$ cat src/rtl/ifu_fetch_ctrl.sv
// rtl/ifu_fetch_ctrl.sv - PC register and 64-bit fetch request stage with one-entry output buffer
module ifu_fetch_ctrl #(
  parameter logic [31:0] RESET_PC = 32'hBFC0_0000
) (
  input  logic        clk,
  input  logic        rst,
  input  logic [31:0] next_pc,
  input  logic        flush_req,
  input  logic        exception_pc_ena,
  output logic [31:0] pc,
  output logic        inst_req,
  output logic [31:0] inst_addr,
  input  logic        inst_addr_ok,
  input  logic        inst_data_ok,
  input  logic [63:0] inst_rdata,
  output logic        if_valid,
  output logic        if_valid1,
  output logic [31:0] if_pc,
  output logic [31:0] if_inst0,
  output logic [31:0] if_inst1,
  input  logic        if_ready
);

  typedef enum logic {
    S_REQ  = 1'b0,
    S_WAIT = 1'b1
  } state_t;

  state_t      state;
  logic        cancel;
  logic [31:0] req_pc;
  logic        redirect;
  logic        drain;
  logic        fill;

  assign redirect  = flush_req | exception_pc_ena;
  assign drain     = if_valid & if_ready;
  assign fill      = (state == S_WAIT) & inst_data_ok & ~cancel;
  assign inst_addr = {pc[31:3], 3'b000};

  // A new fetch only goes out when the buffer will be empty by the time data returns.
  assign inst_req = ~rst & (state == S_REQ) & ~redirect & (~if_valid | if_ready);

  always_ff @(posedge clk) begin
    if (rst) begin
      state     <= S_REQ;
      cancel    <= 1'b0;
      pc        <= RESET_PC;
      req_pc    <= RESET_PC;
      if_valid  <= 1'b0;
      if_valid1 <= 1'b0;
      if_pc     <= 32'h0;
      if_inst0  <= 32'h0;
      if_inst1  <= 32'h0;
    end else if (redirect) begin
      pc        <= next_pc;
      if_valid  <= 1'b0;
      if_valid1 <= 1'b0;
      // The outstanding response is either absorbed now or marked for discard.
      if (state == S_WAIT) begin
        if (inst_data_ok) begin
          state  <= S_REQ;
          cancel <= 1'b0;
        end else begin
          cancel <= 1'b1;
        end
      end
    end else begin
      case (state)
        S_REQ: begin
          if (inst_req && inst_addr_ok) begin
            req_pc <= pc;
            pc     <= next_pc;
            state  <= S_WAIT;
          end
        end
        S_WAIT: begin
          if (inst_data_ok) begin
            cancel <= 1'b0;
            state  <= S_REQ;
          end
        end
        default: state <= S_REQ;
      endcase

      if (fill) begin
        if_valid  <= 1'b1;
        if_valid1 <= ~req_pc[2];
        if_pc     <= req_pc;
        if_inst0  <= req_pc[2] ? inst_rdata[63:32] : inst_rdata[31:0];
        if_inst1  <= inst_rdata[63:32];
      end else if (drain) begin
        if_valid  <= 1'b0;
        if_valid1 <= 1'b0;
      end
    end
  end

endmodule

$ cat config.mk
export PLATFORM = sky130hd
export DESIGN_NAME = ifu_fetch_ctrl
export DESIGN_NICKNAME = d
export VERILOG_FILES = /design/src/rtl/ifu_fetch_ctrl.sv
export SDC_FILE = /design/constraint.sdc
export NUM_CORES = 1
export LEC_CHECK = 0
export ABC_CLOCK_PERIOD_IN_PS = 2200
export BUFFER_PORTS_ARGS = -buffer_cell sky130_fd_sc_hd__buf_2
export CAP_MARGIN = 20
export CORE_MARGIN = 8
export CORE_UTILIZATION = 49
export CTS_CLUSTER_SIZE = 24
export DETAILED_ROUTE_END_ITERATION = 10
export PLACE_DENSITY = 0.78
export SLEW_MARGIN = 20
export SYNTH_ARGS = -nofsm -noshare
export SYNTH_HDL_FRONTEND = slang
export SYNTH_SLANG_ARGS = --single-unit
$ cat constraint.sdc
create_clock -name clk -period 2.2 [get_ports clk]
set_clock_uncertainty 0.2 [all_clocks]
set_input_delay 0.22 -clock clk [delete_from_list [all_inputs] [get_ports clk]]
set_output_delay 0.22 -clock clk [all_outputs]
set_load 0.01 [all_outputs]
Yosys cells after proc, flatten, opt, wreduce, memory -nomap -nowiden
Index checks and enable logic that the tools add are counted.
{"block": "classes", "n_mux": 16, "n_reduce_logical": 9, "n_eq_ne": 1, "bitwise": 14}
{"operator": "$mux W32", "n": 4}
{"operator": "$mux W1", "n": 11}
{"operator": "$and A1 B1 Y1", "n": 6}
{"operator": "$not A1 Y1", "n": 6}
{"operator": "$reduce_and A2 Y1", "n": 3}
{"operator": "$reduce_bool A2 Y1", "n": 3}
{"operator": "$reduce_and A3 Y1", "n": 1}
{"operator": "$ne A2 B1 Y1 const B", "n": 1}
{"operator": "$or A1 B1 Y1", "n": 2}
{"operator": "$pmux W1 S2", "n": 1}
{"operator": "$reduce_or A2 Y1", "n": 1}
{"operator": "$logic_and A1 B1 Y1", "n": 1}
{"block": "word_totals", "output_inout_bits": 163, "regBits": 164, "elab_cells": 49}

Depth between registers and ports, before layout
Gate-level depths: netlist of run 1.
{"block": "depth", "depth_word": 8, "depth_mapped": 6, "mapped_depth_nobuf": 3}

Worst setup path before layout of run 1
Ideal clock, no wire load.
{"block": "synth_path", "path_type": "register to register", "start": "reg state", "end": "reg req_pc[17]", "required_ns": 1.868, "setup_slack_ns": 0.449, "stages_incl_launch_ff": 6, "synth_period_minus_slack_ns": 1.751, "t_arrival_ns": 1.419, "path_cell_list": "dfxtp_1 or4_1 buf_2 buf_6 o31ai_1 a21oi_1"}
{"block": "synth_between", "elab_chain_cells": 6}
{"element": "from (decl)", "line_no": "29", "text": "state_t state;"}
{"element": "from (signal assigned)", "line_no": "46", "text": "state <= S_REQ;"}
{"element": "from (signal assigned)", "line_no": "62", "text": "state <= S_REQ;"}
{"element": "from (signal assigned)", "line_no": "74", "text": "state <= S_WAIT;"}
{"element": "$not A1 Y1 *"}
{"element": "$and A1 B1 Y1 (3 in series)", "line_no": "42", "text": "assign inst_req = ~rst & (state == S_REQ) & ~redirect & (~if_valid | if_ready);"}
{"element": "$logic_and A1 B1 Y1", "line_no": "71", "text": "if (inst_req && inst_addr_ok) begin"}
{"element": "$reduce_and A3 Y1 (no source line) *"}
{"element": "to (signal assigned)", "line_no": "72", "text": "req_pc <= pc;"}
{"element": "to (decl)", "line_no": "31", "text": "logic [31:0] req_pc;"}
Every way passes the cells marked *; elsewhere a longest branch is shown, timed or not.
A chain may end at the register's enable or synchronous reset.

Final worst setup path of run 1
{"block": "layout_path", "start": "reg state", "end": "out inst_req"}
{"block": "layout_between", "elab_chain_cells": 4}
{"element": "$not A1 Y1"}
{"element": "$and A1 B1 Y1 (3 in series)", "line_no": "42"}
{"element": "to (decl)", "line_no": "11", "text": "output logic inst_req,"}
Every way passes these cells.

==> reports/metrics.csv, run 1 <==
stage;metric;value;unit
pwr;Seq pwr share;44.6;%
logic_synthesis;sequential fraction of the synthesis area;47.2;%
logic_synthesis;total number of yosys warnings;0;
finish;Area growth syn-to-layout;41.6;%
critical_path;CP endpoint;inst_req;
pwr;net switching power;1.71;mW
sta;Max Fclk;479;MHz
finish;layout net count;1184;
sta;Fin. Hold Viols;0;
sta;worst relative slew slack;50.9;%
logic_synthesis;xor-xnor portion of the synthesized cell area;0;%
logic_synthesis;simple logic cell fraction of the synthesized area;12.3;%
critical_path;Req. time, crit path;1.78;ns
critical_path;Reg2Reg Launch Point;state;
placement;Placed Cells incl. Taps;1139;
drt;via total after detailed routing;7466;
logic_synthesis;share of synthesized area spent on multiplexers;9.22;%
pwr;PD cells;701;nW/um2
clock_network;TritonCTS Buffers;17;
critical_path;reg-to-reg endpoint;if_inst1[25];
drt;number of nets with antenna violations after detailed routing;0;
pwr;switching fraction of total power;24.7;%
pwr;part of the power in combinational logic;10.6;%
critical_path;critical-path maximum fanout;17;
critical_path;data arrival time of the critical path;1.67;ns
clock_network;clock latency on the worst-skew pair;0.43;ns
flow_run;maxcap violations;0;
logic_synthesis;count of state elements after synthesis;164;
die;floorplan die area;18200;um2
pwr;leakage component of the power;4.03;nW
logic_synthesis;combinational family with the most area after synthesis;compound AO/OA/AOI/OAI gates;
grt;via count of the first global-routing pass;7302;
logic_synthesis;cell area after synthesis;6950;um2
grt;antenna violations before repair;1;
critical_path;startpoint types;register;
placement;half-perimeter wire length after placement;14.8;mm
pwr;power share of the clock group;44.8;%
sta;RSZ-0062 raised after global routing;false;
placement;weighted congestion reported at the end of routability-driven placement;0.810;
logic_synthesis;synthesized-area fraction occupied by ao, oa, aoi and oai cells;21.8;%
sta;fraction of the cycle the final worst path needs;94.9;%
drt;DRC violation count after routing;0;
clock_network;register clock-pin slew on the reported worst setup and hold paths;0.07;ns
clock_network;TritonCTS clock tree;built;
drt;wire per inst;20.0;um
grt;Overall Global Routing Usage;26.9;%
sta;final slew viol count;0;
sta;shortest clock period the worst path allows after layout;2.09;ns
critical_path;register-to-register path setup slack;0.11;ns
pwr;Worst IR Drop VDD;0.000528;V
finish;final standard cell count with taps included and fillers excluded;1275;
die;vertical die dimension;135;um
clock_network;Clock Tree Buf Depth;2;
logic_synthesis;number of library cell types mapped by synthesis;31;
die;Top-Level Pins;266;
logic_synthesis;synthesized instance count;789;
critical_path;worst reg-to-reg path cell count;6;
sta;Final Hold Slack;0.0258;ns
drt;Detailed Routing Iterations Pass 1;5;
sta;Setup TNS;0;ns
critical_path;category of the worst setup path capture point;output pin;
sta;count of final setup violators;0;
finish;commonest non-fill, non-tap cell in the layout;sky130_fd_sc_hd__buf_2;
die;starting utilization of the core area;50.1;%
finish;most used cells in the layout excluding fill and tap cells;sky130_fd_sc_hd__buf_2 (261), sky130_fd_sc_hd__dfxtp_1 (163), sky130_fd_sc_hd__a21oi_1 (120);
die;area of the core region;13900;um2
placement;Port Buffer Count;262;
placement;pre-CTS setup slack;0.333;ns
logic_synthesis;adder and majority gate portion of the synthesized area;0;%
run_status;status;finished, final reports clean;
pwr;Internal Dissipation;5.19;mW
logic_synthesis;mean post-synth cell area;8.81;um2
clock_network;setup bufs post-CTS;0;
clock_network;Max H-tree Level;4;
drt;number of DRC markers after the initial detailed-route iteration;664;
drt;mean number of vias per cell;5.86;
sta;pin slew with the least headroom to its limit;0.737;ns
die;die outline width;135;um
finish;share of layout cells above drive strength 1;30.9;%
grt;global route total overflow;0;
worst_hold_path;path type of the worst min-delay path;primary input to register;
drt;Final Routed Wirelength;25.5;mm
grt;first-pass GRT wire length;39.5;mm
clock_network;Sink Count;164;
grt;largest net degree at the start of global routing;71;
critical_path;timing startpoint of the critical path;state;
clock_network;Clock Tree Root;sky130_fd_sc_hd__clkbuf_16;
die;Placement Rows;43;
critical_path;Crit Path Class;register to output pin;
sta;final critical-path setup slack;0.111;ns
[Yosys cell counts]
library cell,count,share of area [%]
sky130_fd_sc_hd__dfxtp_1,164,47
sky130_fd_sc_hd__a21oi_1,120,8.6
sky130_fd_sc_hd__o21ai_0,67,4.8
sky130_fd_sc_hd__nand3_1,65,4.7
sky130_fd_sc_hd__mux2i_1,64,9.2
sky130_fd_sc_hd__clkbuf_1,56,3.0
sky130_fd_sc_hd__nand2_1,47,2.5
sky130_fd_sc_hd__a211oi_1,35,3.8
sky130_fd_sc_hd__buf_4,32,3.5
sky130_fd_sc_hd__nand4_1,23,2.1
sky130_fd_sc_hd__nor2_1,22,1.2
sky130_fd_sc_hd__buf_2,19,1.4
sky130_fd_sc_hd__o31ai_1,18,1.9
sky130_fd_sc_hd__a31oi_1,9,0.81
sky130_fd_sc_hd__nor4_1,9,0.81
sky130_fd_sc_hd__buf_1,8,0.43
sky130_fd_sc_hd__buf_6,6,0.97
sky130_fd_sc_hd__o21ai_1,6,0.43
sky130_fd_sc_hd__o31ai_2,5,0.90
sky130_fd_sc_hd__inv_1,2,0.11
sky130_fd_sc_hd__nand2b_1,2,0.18
sky130_fd_sc_hd__a31oi_4,1,0.31
sky130_fd_sc_hd__a32oi_1,1,0.13
sky130_fd_sc_hd__and3b_1,1,0.13
sky130_fd_sc_hd__conb_1,1,0.054
sky130_fd_sc_hd__inv_2,1,0.054
sky130_fd_sc_hd__nand3b_1,1,0.11
sky130_fd_sc_hd__nor2b_1,1,0.090
sky130_fd_sc_hd__nor4_4,1,0.31
sky130_fd_sc_hd__or2_1,1,0.090
sky130_fd_sc_hd__or4_1,1,0.11
[routing by layer]
| layer | share of wire [%] | wire length [um] | vias to the layer above | GRT usage, % |
|---|---|---|---|---|
| met3 | 11 | 2710 | 83 | 9.96 |
| met2 | 48 | 12200 | 492 | 43.2 |
| li1 | - | - | 3395 | - |
| met4 | 3.6 | 913 | 2 | 13.1 |
| met1 | 38 | 9630 | 3494 | 31.0 |
| met5 | 0.051 | 13 | - | 0 |
[cells by family after synthesis]
family,count (synthesis)
muxes,64
buffers and inverters,124
AOI/OAI and AO/OA,262
and+or+nand+nor,174
other,1
DFF,164
[registers in the layout (all words and copies together), names as in the netlist]
signal	flops
req_pc	32
pc	32
if_inst0	32
if_valid	1
state	1
if_valid1	1
if_pc	32
if_inst1	32
cancel	1
[worst max-delay path: stages (launching register included)]
cell	delay (ns)
sky130_fd_sc_hd__dfxtp_1	0.34
sky130_fd_sc_hd__or4_4	0.47
sky130_fd_sc_hd__buf_12	0.19
sky130_fd_sc_hd__nor2_1	0.09
sky130_fd_sc_hd__buf_2	0.14
[area by class of cell]
cell class / instances / area, um2
diodes: 1 / 2.50
clock buffers: 18 / 439
clock inverters: 14 / 176
fillers: 956 / 4040
inverters: 3 / 11.3
multi-input cells: 503 / 3040
flip-flops and latches: 164 / 3280
well taps: 180 / 225
repair buffers: 392 / 2660
[timing repair]
action | CTS | global route
pin swaps | 1 | 1
endpoints found under the hold margin | 105 | 0
hold buffers | 101 | 0
cloned | 1 | 0
endpoints found under the setup margin | 1 | 3
resized for setup | 4 | 3
[worst min path at each step]
stage                   to  slack, ns          start  depth (start not counted)
2_1_floorplan       cancel       0.12   inst_data_ok                          1
3_3_place_gp     if_pc[23]       0.25     req_pc[23]                          2
3_5_place_dp      if_pc[3]       0.26      req_pc[3]                          2
4_1_cts        if_inst0[5]      0.004  inst_rdata[5]                          3
5_1_grt          req_pc[2]       0.03      flush_req                          4
6_report         req_pc[2]       0.03      flush_req                          4
[power by group through the flow]
stage / registers (mW) / clock network [mW] / logic (mW)
floorplan: 3.15 / 0 / 0.329
global placement: 3.14 / 0 / 0.544
detailed placement: 3.14 / 0 / 0.550
CTS: 3.08 / 3.11 / 0.702
global route: 3.09 / 3.24 / 0.780
finish: 3.08 / 3.09 / 0.729
[stage by stage]
stage / total power [mW] / instance area, um2 / utilization (%)
final: 6.90 / 9840 / 70.9
after global routing: 7.10 / 9840 / 70.9
after CTS: 6.89 / 9810 / 70.7
after detailed placement: 3.69 / 8140 / 58.6
after global placement: 3.69 / 8140 / 58.6
after floorplan: 3.48 / 6960 / -
Power figures use the tool's default switching activity.
==> inputs of run 2 (changes only) <==
Settings changed: CORE_UTILIZATION 49 to 30, PLACE_DENSITY 0.78 to 0.51.
==> run 2 against run 1 <==
  * Count of clock-buffer cells in the layout grew 1
  * Sequential share of layout area decreased by 0.62 points
  * Die area rose by 55%
  * Sequential power is essentially flat
  * First-iteration DRC count decreased by 16%
  * Total power is 2.7% lower
  * Via count shrank 7.4%
  * Maximum frequency rose by 0.84%
  * Routed wire length is 0.96% lower
  * Cell area increased by 1.9%
  * Clock power fell by 6%
  * Critical path type unchanged
  * Critical endpoint unchanged
==> reports/metrics.csv, run 2 (synthesis gave the netlist of run 1 again) <==
stage;metric;value;unit
clock_network;Clock Tree Root;sky130_fd_sc_hd__clkbuf_16;
critical_path;critical-path maximum fanout;17;
grt;antenna violations before repair;1;
die;floorplan die area;28300;um2
finish;antenna diode count;0;
critical_path;Req. time, crit path;1.78;ns
placement;pre-CTS setup slack;0.277;ns
sta;Final Hold Slack;0.00220;ns
finish;most used cells in the layout excluding fill and tap cells;sky130_fd_sc_hd__buf_2 (261), sky130_fd_sc_hd__dfxtp_1 (163), sky130_fd_sc_hd__a21oi_1 (120);
critical_path;reg-to-reg endpoint;if_inst0[4];
pwr;total power after layout;6.72;mW
critical_path;Bufs and invs on worst path;2;
pwr;Worst IR Drop VDD;0.000407;V
clock_network;Clock Tree Buf Depth;2;
critical_path;startpoint types;register;
placement;Port Buffer Count;262;
finish;fill cell instance count of the final layout;2233;
critical_path;highest cell delay on the worst timing path;0.49;ns
drt;Final Routed Wirelength;25.2;mm
sta;fraction of the cycle the final worst path needs;94.1;%
placement;half-perimeter wire length after placement;16.3;mm
sta;count of final setup violators;0;
finish;commonest non-fill, non-tap cell in the layout;sky130_fd_sc_hd__buf_2;
pwr;power share of the clock group;43.4;%
critical_path;Reg2Reg Launch Point;state;
critical_path;Crit Path Class;register to output pin;
finish;Area growth syn-to-layout;44.3;%
pwr;Internal Dissipation;4.97;mW
die;vertical die dimension;168;um
sta;shortest clock period the worst path allows after layout;2.07;ns
placement;weighted congestion reported at the end of routability-driven placement;0.817;
critical_path;worst reg-to-reg path cell count;6;
grt;Overall Global Routing Usage;17.3;%
run_status;status;finished, final reports clean;
clock_network;Max H-tree Level;4;
critical_path;CP endpoint;inst_req;
clock_network;TritonCTS Buffers;17;
drt;number of DRC markers after the initial detailed-route iteration;557;
critical_path;worst-path cell chain;or4_4, buf_12, nor2_1, buf_2;
sta;final slew viol count;0;
grt;largest net degree at the start of global routing;135;
critical_path;data arrival time of the critical path;1.65;ns
finish;layout net count;1190;
grt;first-pass GRT wire length;39.8;mm
critical_path;number of cells on the critical path;4;
clock_network;Sink Count;164;
drt;Detailed Routing Iterations Pass 1;4;
die;die outline width;168;um
pwr;leakage component of the power;4.06;nW
flow_run;maxcap violations;0;
drt;mean number of vias per cell;4.99;
pwr;part of the power in combinational logic;10.7;%
die;starting utilization of the core area;30.6;%
clock_network;TritonCTS clock tree;built;
clock_network;register clock-pin slew on the reported worst setup and hold paths;0.06;ns
pwr;net switching power;1.74;mW
critical_path;cell class contributing the biggest share of worst-path delay;simple AND/OR/NAND/NOR gates;
sta;RSZ-0062 raised after global routing;false;
critical_path;timing startpoint of the critical path;state;
finish;share of layout cells above drive strength 1;31.1;%
grt;via count of the first global-routing pass;7074;
worst_hold_path;path type of the worst min-delay path;primary input to register;
drt;via total after detailed routing;6916;
sta;final critical-path setup slack;0.129;ns
pwr;Seq pwr share;45.8;%
drt;DRC violation count after routing;0;
die;Top-Level Pins;266;
drt;number of nets with antenna violations after detailed routing;0;
sta;Setup TNS;0;ns
die;Placement Rows;55;
sta;Fin. Hold Viols;0;
critical_path;category of the worst setup path capture point;output pin;
critical_path;register-to-register path setup slack;0.15;ns
sta;worst relative slew slack;54.9;%
drt;wire per inst;18.2;um
critical_path;CP max-delay cell;sky130_fd_sc_hd__or4_4;
clock_network;clock latency on the worst-skew pair;0.44;ns
pwr;switching fraction of total power;26.0;%
pwr;PD cells;670;nW/um2
sta;pin slew with the least headroom to its limit;0.676;ns
grt;global route total overflow;0;
die;area of the core region;22700;um2
sta;Max Fclk;483;MHz
-- run 2: changes by cell type in the layout (fill, tap and decap cells not counted), moves of 2 or more --
| cell | previous run | this run |
|---|---|---|
| sky130_fd_sc_hd__buf_12 | 7 | 12 |
| sky130_fd_sc_hd__dlygate4sd3_1 | 101 | 103 |
| sky130_fd_sc_hd__clkinv_4 | 2 | 0 |
| sky130_fd_sc_hd__inv_6 | 2 | 5 |
| sky130_fd_sc_hd__bufinv_16 | 3 | 1 |
-- run 2: worst min-delay path by stage --
| stage | to | start | cells past startpoint |
|---|---|---|---|
| after floorplan | cancel | inst_data_ok | 1 |
| after global placement | if_pc[17] | req_pc[17] | 2 |
| after detailed placement | if_pc[11] | req_pc[11] | 2 |
| after CTS | if_inst0[3] | inst_rdata[3] | 3 |
| after global routing | if_inst0[1] | inst_rdata[1] | 3 |
| final | if_inst0[3] | inst_rdata[3] | 3 |
-- run 2: worst register-to-register path, stage by stage (launching register included) --
cell and delay (ns):
sky130_fd_sc_hd__dfxtp_1 0.34, sky130_fd_sc_hd__buf_4 0.16, sky130_fd_sc_hd__nand3b_1 0.19, sky130_fd_sc_hd__nor2_2 0.19
sky130_fd_sc_hd__buf_12 0.21, sky130_fd_sc_hd__a211oi_1 0.11, sky130_fd_sc_hd__dlygate4sd3_1 0.55
-- run 2: what timing repair did --
action	in CTS	in global routing
setup buffers	0	7
gates cloned	0	1
gates resized for setup	4	1
hold buffers	103	0
hold endpoints to repair	98	0
endpoints found under the setup margin	1	4
pin swaps	0	2
-- run 2: power by group through the flow --
| stage | Combinational [mW] | Sequential [mW] | Clock (mW) |
|---|---|---|---|
| 6_report | 0.720 | 3.08 | 2.92 |
| 3_3_place_gp | 0.578 | 3.15 | 0 |
| 3_5_place_dp | 0.575 | 3.15 | 0 |
| 4_1_cts | 0.715 | 3.08 | 3.02 |
| 5_1_grt | 0.785 | 3.09 | 3.13 |
| 2_1_floorplan | 0.329 | 3.15 | 0 |
-- run 2: through the flow --
stage | util (%) | area, um2 | std cells
finish | 44.2 | 10000 | 1385
global route | 44.2 | 10000 | 1385
CTS | 43.7 | 9930 | 1377
detailed placement | 36.6 | 8320 | 1242
global placement | 36.6 | 8320 | 1242
floorplan | - | 6960 | 791
-- run 2: metal layers --
metal  track usage, %  wire [um]
met1             22.1      11300
met2             27.4      11600
met5                0         12
met3             6.13       1990
met4             4.66        304
-- run 2: final cells by class --
| cell class | instances | area (um2) | area share, % |
|---|---|---|---|
| clock buffer | 19 | 443 | 4.42 |
| tap | 285 | 357 | 3.56 |
| inverter | 3 | 11.3 | 0.112 |
| clock inverter | 13 | 123 | 1.22 |
| multi-input combinational | 503 | 3050 | 30.4 |
| sequential | 164 | 3280 | 32.8 |
| timing repair buffer | 398 | 2760 | 27.6 |
==> inputs of run 3 (changes only) <==
Settings changed: ABC_CLOCK_PERIOD_IN_PS 2200 to 1650, PLACE_DENSITY 0.51 to 0.53.
Clock period 2.2 ns to 1.65 ns, I/O delays scaled along.
==> run 3 against run 2 <==
  * Critical path depth shrank 1
  * Cell count increased by 1.4%
  * Non-clock buffer count grew 18
  * The run now ends with setup timing left
  * Global-route usage up 0.32 points
  * Via count grew 2.0%
  * Combinational power grew 46%
  * Total power is 37% higher
  * Register-to-register slack worse by 0.35 ns
  * Utilization increased by 2.0 points
==> reports/metrics.csv, run 3 (synthesis gave the netlist of run 1 again) <==
stage;metric;value;unit
run_status;status;complete, but fails checks;
sta;RSZ-0062 raised after global routing;true;
die;Placement Rows;55;
pwr;PD cells;879;nW/um2
pwr;leakage component of the power;4.22;nW
critical_path;category of the worst setup path capture point;output pin;
critical_path;data arrival time of the critical path;1.51;ns
grt;first-pass GRT wire length;40.7;mm
sta;shortest clock period the worst path allows after layout;1.87;ns
finish;share of layout cells above drive strength 1;34.7;%
worst_hold_path;path type of the worst min-delay path;primary input to register;
finish;Non-Filler Cell Area, Final;10500;um2
drt;number of DRC markers after the initial detailed-route iteration;464;
clock_network;TritonCTS clock tree;built;
critical_path;cell class contributing the biggest share of worst-path delay;simple AND/OR/NAND/NOR gates;
clock_network;Clock Tree Buf Depth;2;
drt;number of nets with antenna violations after detailed routing;0;
drt;Final Routed Wirelength;26.4;mm
finish;layout net count;1208;
drt;wire per inst;18.8;um
grt;Overall Global Routing Usage;17.7;%
die;vertical die dimension;168;um
grt;via count of the first global-routing pass;7214;
finish;fill cell instance count of the final layout;2167;
clock_network;register clock-pin slew on the reported worst setup and hold paths;0.07;ns
grt;antenna violations before repair;3;
grt;largest net degree at the start of global routing;56;
placement;pre-CTS setup slack;-0.219;ns
drt;via total after detailed routing;7055;
clock_network;Sink Count;164;
sta;worst relative slew slack;56.8;%
finish;final standard cell count with taps included and fillers excluded;1405;
die;Top-Level Pins;266;
die;starting utilization of the core area;30.6;%
critical_path;worst-path cell chain;or4_4, nor2_4, buf_6;
pwr;total power after layout;9.22;mW
critical_path;Crit Path Class;register to output pin;
placement;Placed Cells incl. Taps;1258;
drt;mean number of vias per cell;5.02;
clock_network;clock latency on the worst-skew pair;0.42;ns
drt;DRC violation count after routing;0;
critical_path;CP max-delay cell;sky130_fd_sc_hd__or4_4;
clock_network;Max H-tree Level;4;
sta;final slew viol count;0;
grt;global route total overflow;0;
placement;Port Buffer Count;262;
flow_run;maxcap violations;0;
placement;half-perimeter wire length after placement;16.4;mm
sta;Max Fclk;534;MHz
finish;commonest non-fill, non-tap cell in the layout;sky130_fd_sc_hd__buf_2;
placement;Placed Instance Area;8510;um2
critical_path;Bufs and invs on worst path;1;
finish;Area growth syn-to-layout;50.9;%
clock_network;Clock Tree Root;sky130_fd_sc_hd__clkbuf_16;
sta;fraction of the cycle the final worst path needs;114;%
critical_path;Req. time, crit path;1.28;ns
pwr;Worst IR Drop VDD;0.000547;V
placement;weighted congestion reported at the end of routability-driven placement;0.848;
finish;most used cells in the layout excluding fill and tap cells;sky130_fd_sc_hd__buf_2 (260), sky130_fd_sc_hd__dfxtp_1 (162), sky130_fd_sc_hd__a21oi_1 (119);
sta;Fin. Hold Viols;0;
sta;count of final setup violators;66;
critical_path;highest cell delay on the worst timing path;0.54;ns
die;die outline width;168;um
die;area of the core region;22700;um2
clock_network;TritonCTS Buffers;17;
sta;pin slew with the least headroom to its limit;0.649;ns
critical_path;startpoint types;register;
die;floorplan die area;28300;um2
sta;final critical-path setup slack;-0.224;ns
run_status;violations in the final reports;setup timing;
critical_path;critical-path maximum fanout;2;
drt;Detailed Routing Iterations Pass 1;4;
run 3: metal layers:
layer  up-vias  track usage, %  wire [um]
met5         -               0         22
met3        35            5.99       1980
met1      3307            22.7      12000
met4         4            5.43        536
met2       257            27.5      11800
li1       3452               -          -
run 3: area by class of cell:
| cell class | count | area [um2] | area share (%) |
|---|---|---|---|
| Inverter | 3 | 11.3 | 0.107 |
| Clock buffer | 19 | 453 | 4.32 |
| Antenna cell | 2 | 5.00 | 0.0477 |
| Sequential cell | 164 | 3290 | 31.3 |
| Timing Repair Buffer | 416 | 3060 | 29.2 |
| Clock inverter | 13 | 146 | 1.40 |
| Tap cell | 285 | 357 | 3.40 |
| Multi-Input combinational cell | 503 | 3170 | 30.2 |
run 3: what timing repair did:
action                                  in CTS  in global routing
endpoints found under the setup margin      65                104
buffers inserted                             7                  2
endpoints found under the hold margin       99                  0
gates cloned                                 4                  4
hold buffers                                98                  0
pin swaps                                    4                  1
gates resized for setup                     25                 27
run 3: power breakdown:
part,internal (mW),switching [mW],leakage [nW]
Sequential,4.03,0.0734,1.33
Clock,2.34,1.73,0.296
Combinational,0.513,0.538,2.59
Total,6.88,2.34,4.22
run 3: tightest hold or removal path, cell delays in order:
cell	delay, ns
sky130_fd_sc_hd__buf_4	0.09
sky130_fd_sc_hd__buf_4	0.14
sky130_fd_sc_hd__inv_2	0.14
sky130_fd_sc_hd__o21ai_1	0.10
run 3: worst paths after layout:
check / start / to / slack [ns] / depth (start not counted)
setup / recovery: state / inst_req / -0.22 / 3
hold / removal: rst / req_pc[26] / 0.04 / 4
setup reg to reg: state / req_pc[2] / -0.20 / 5
hold reg to reg: req_pc[27] / if_pc[27] / 0.27 / 2
run 3: through the flow:
stage,hold WS [ns],util [%],setup TNS (ns)
after floorplan,0.0606,-,-0.444
after global placement,0.210,37.5,-10.54
after detailed placement,0.213,37.5,-11.90
after CTS,0.0408,45.6,-7.46
after global routing,0.0611,46.2,-10.53
final,0.0446,46.2,-5.18
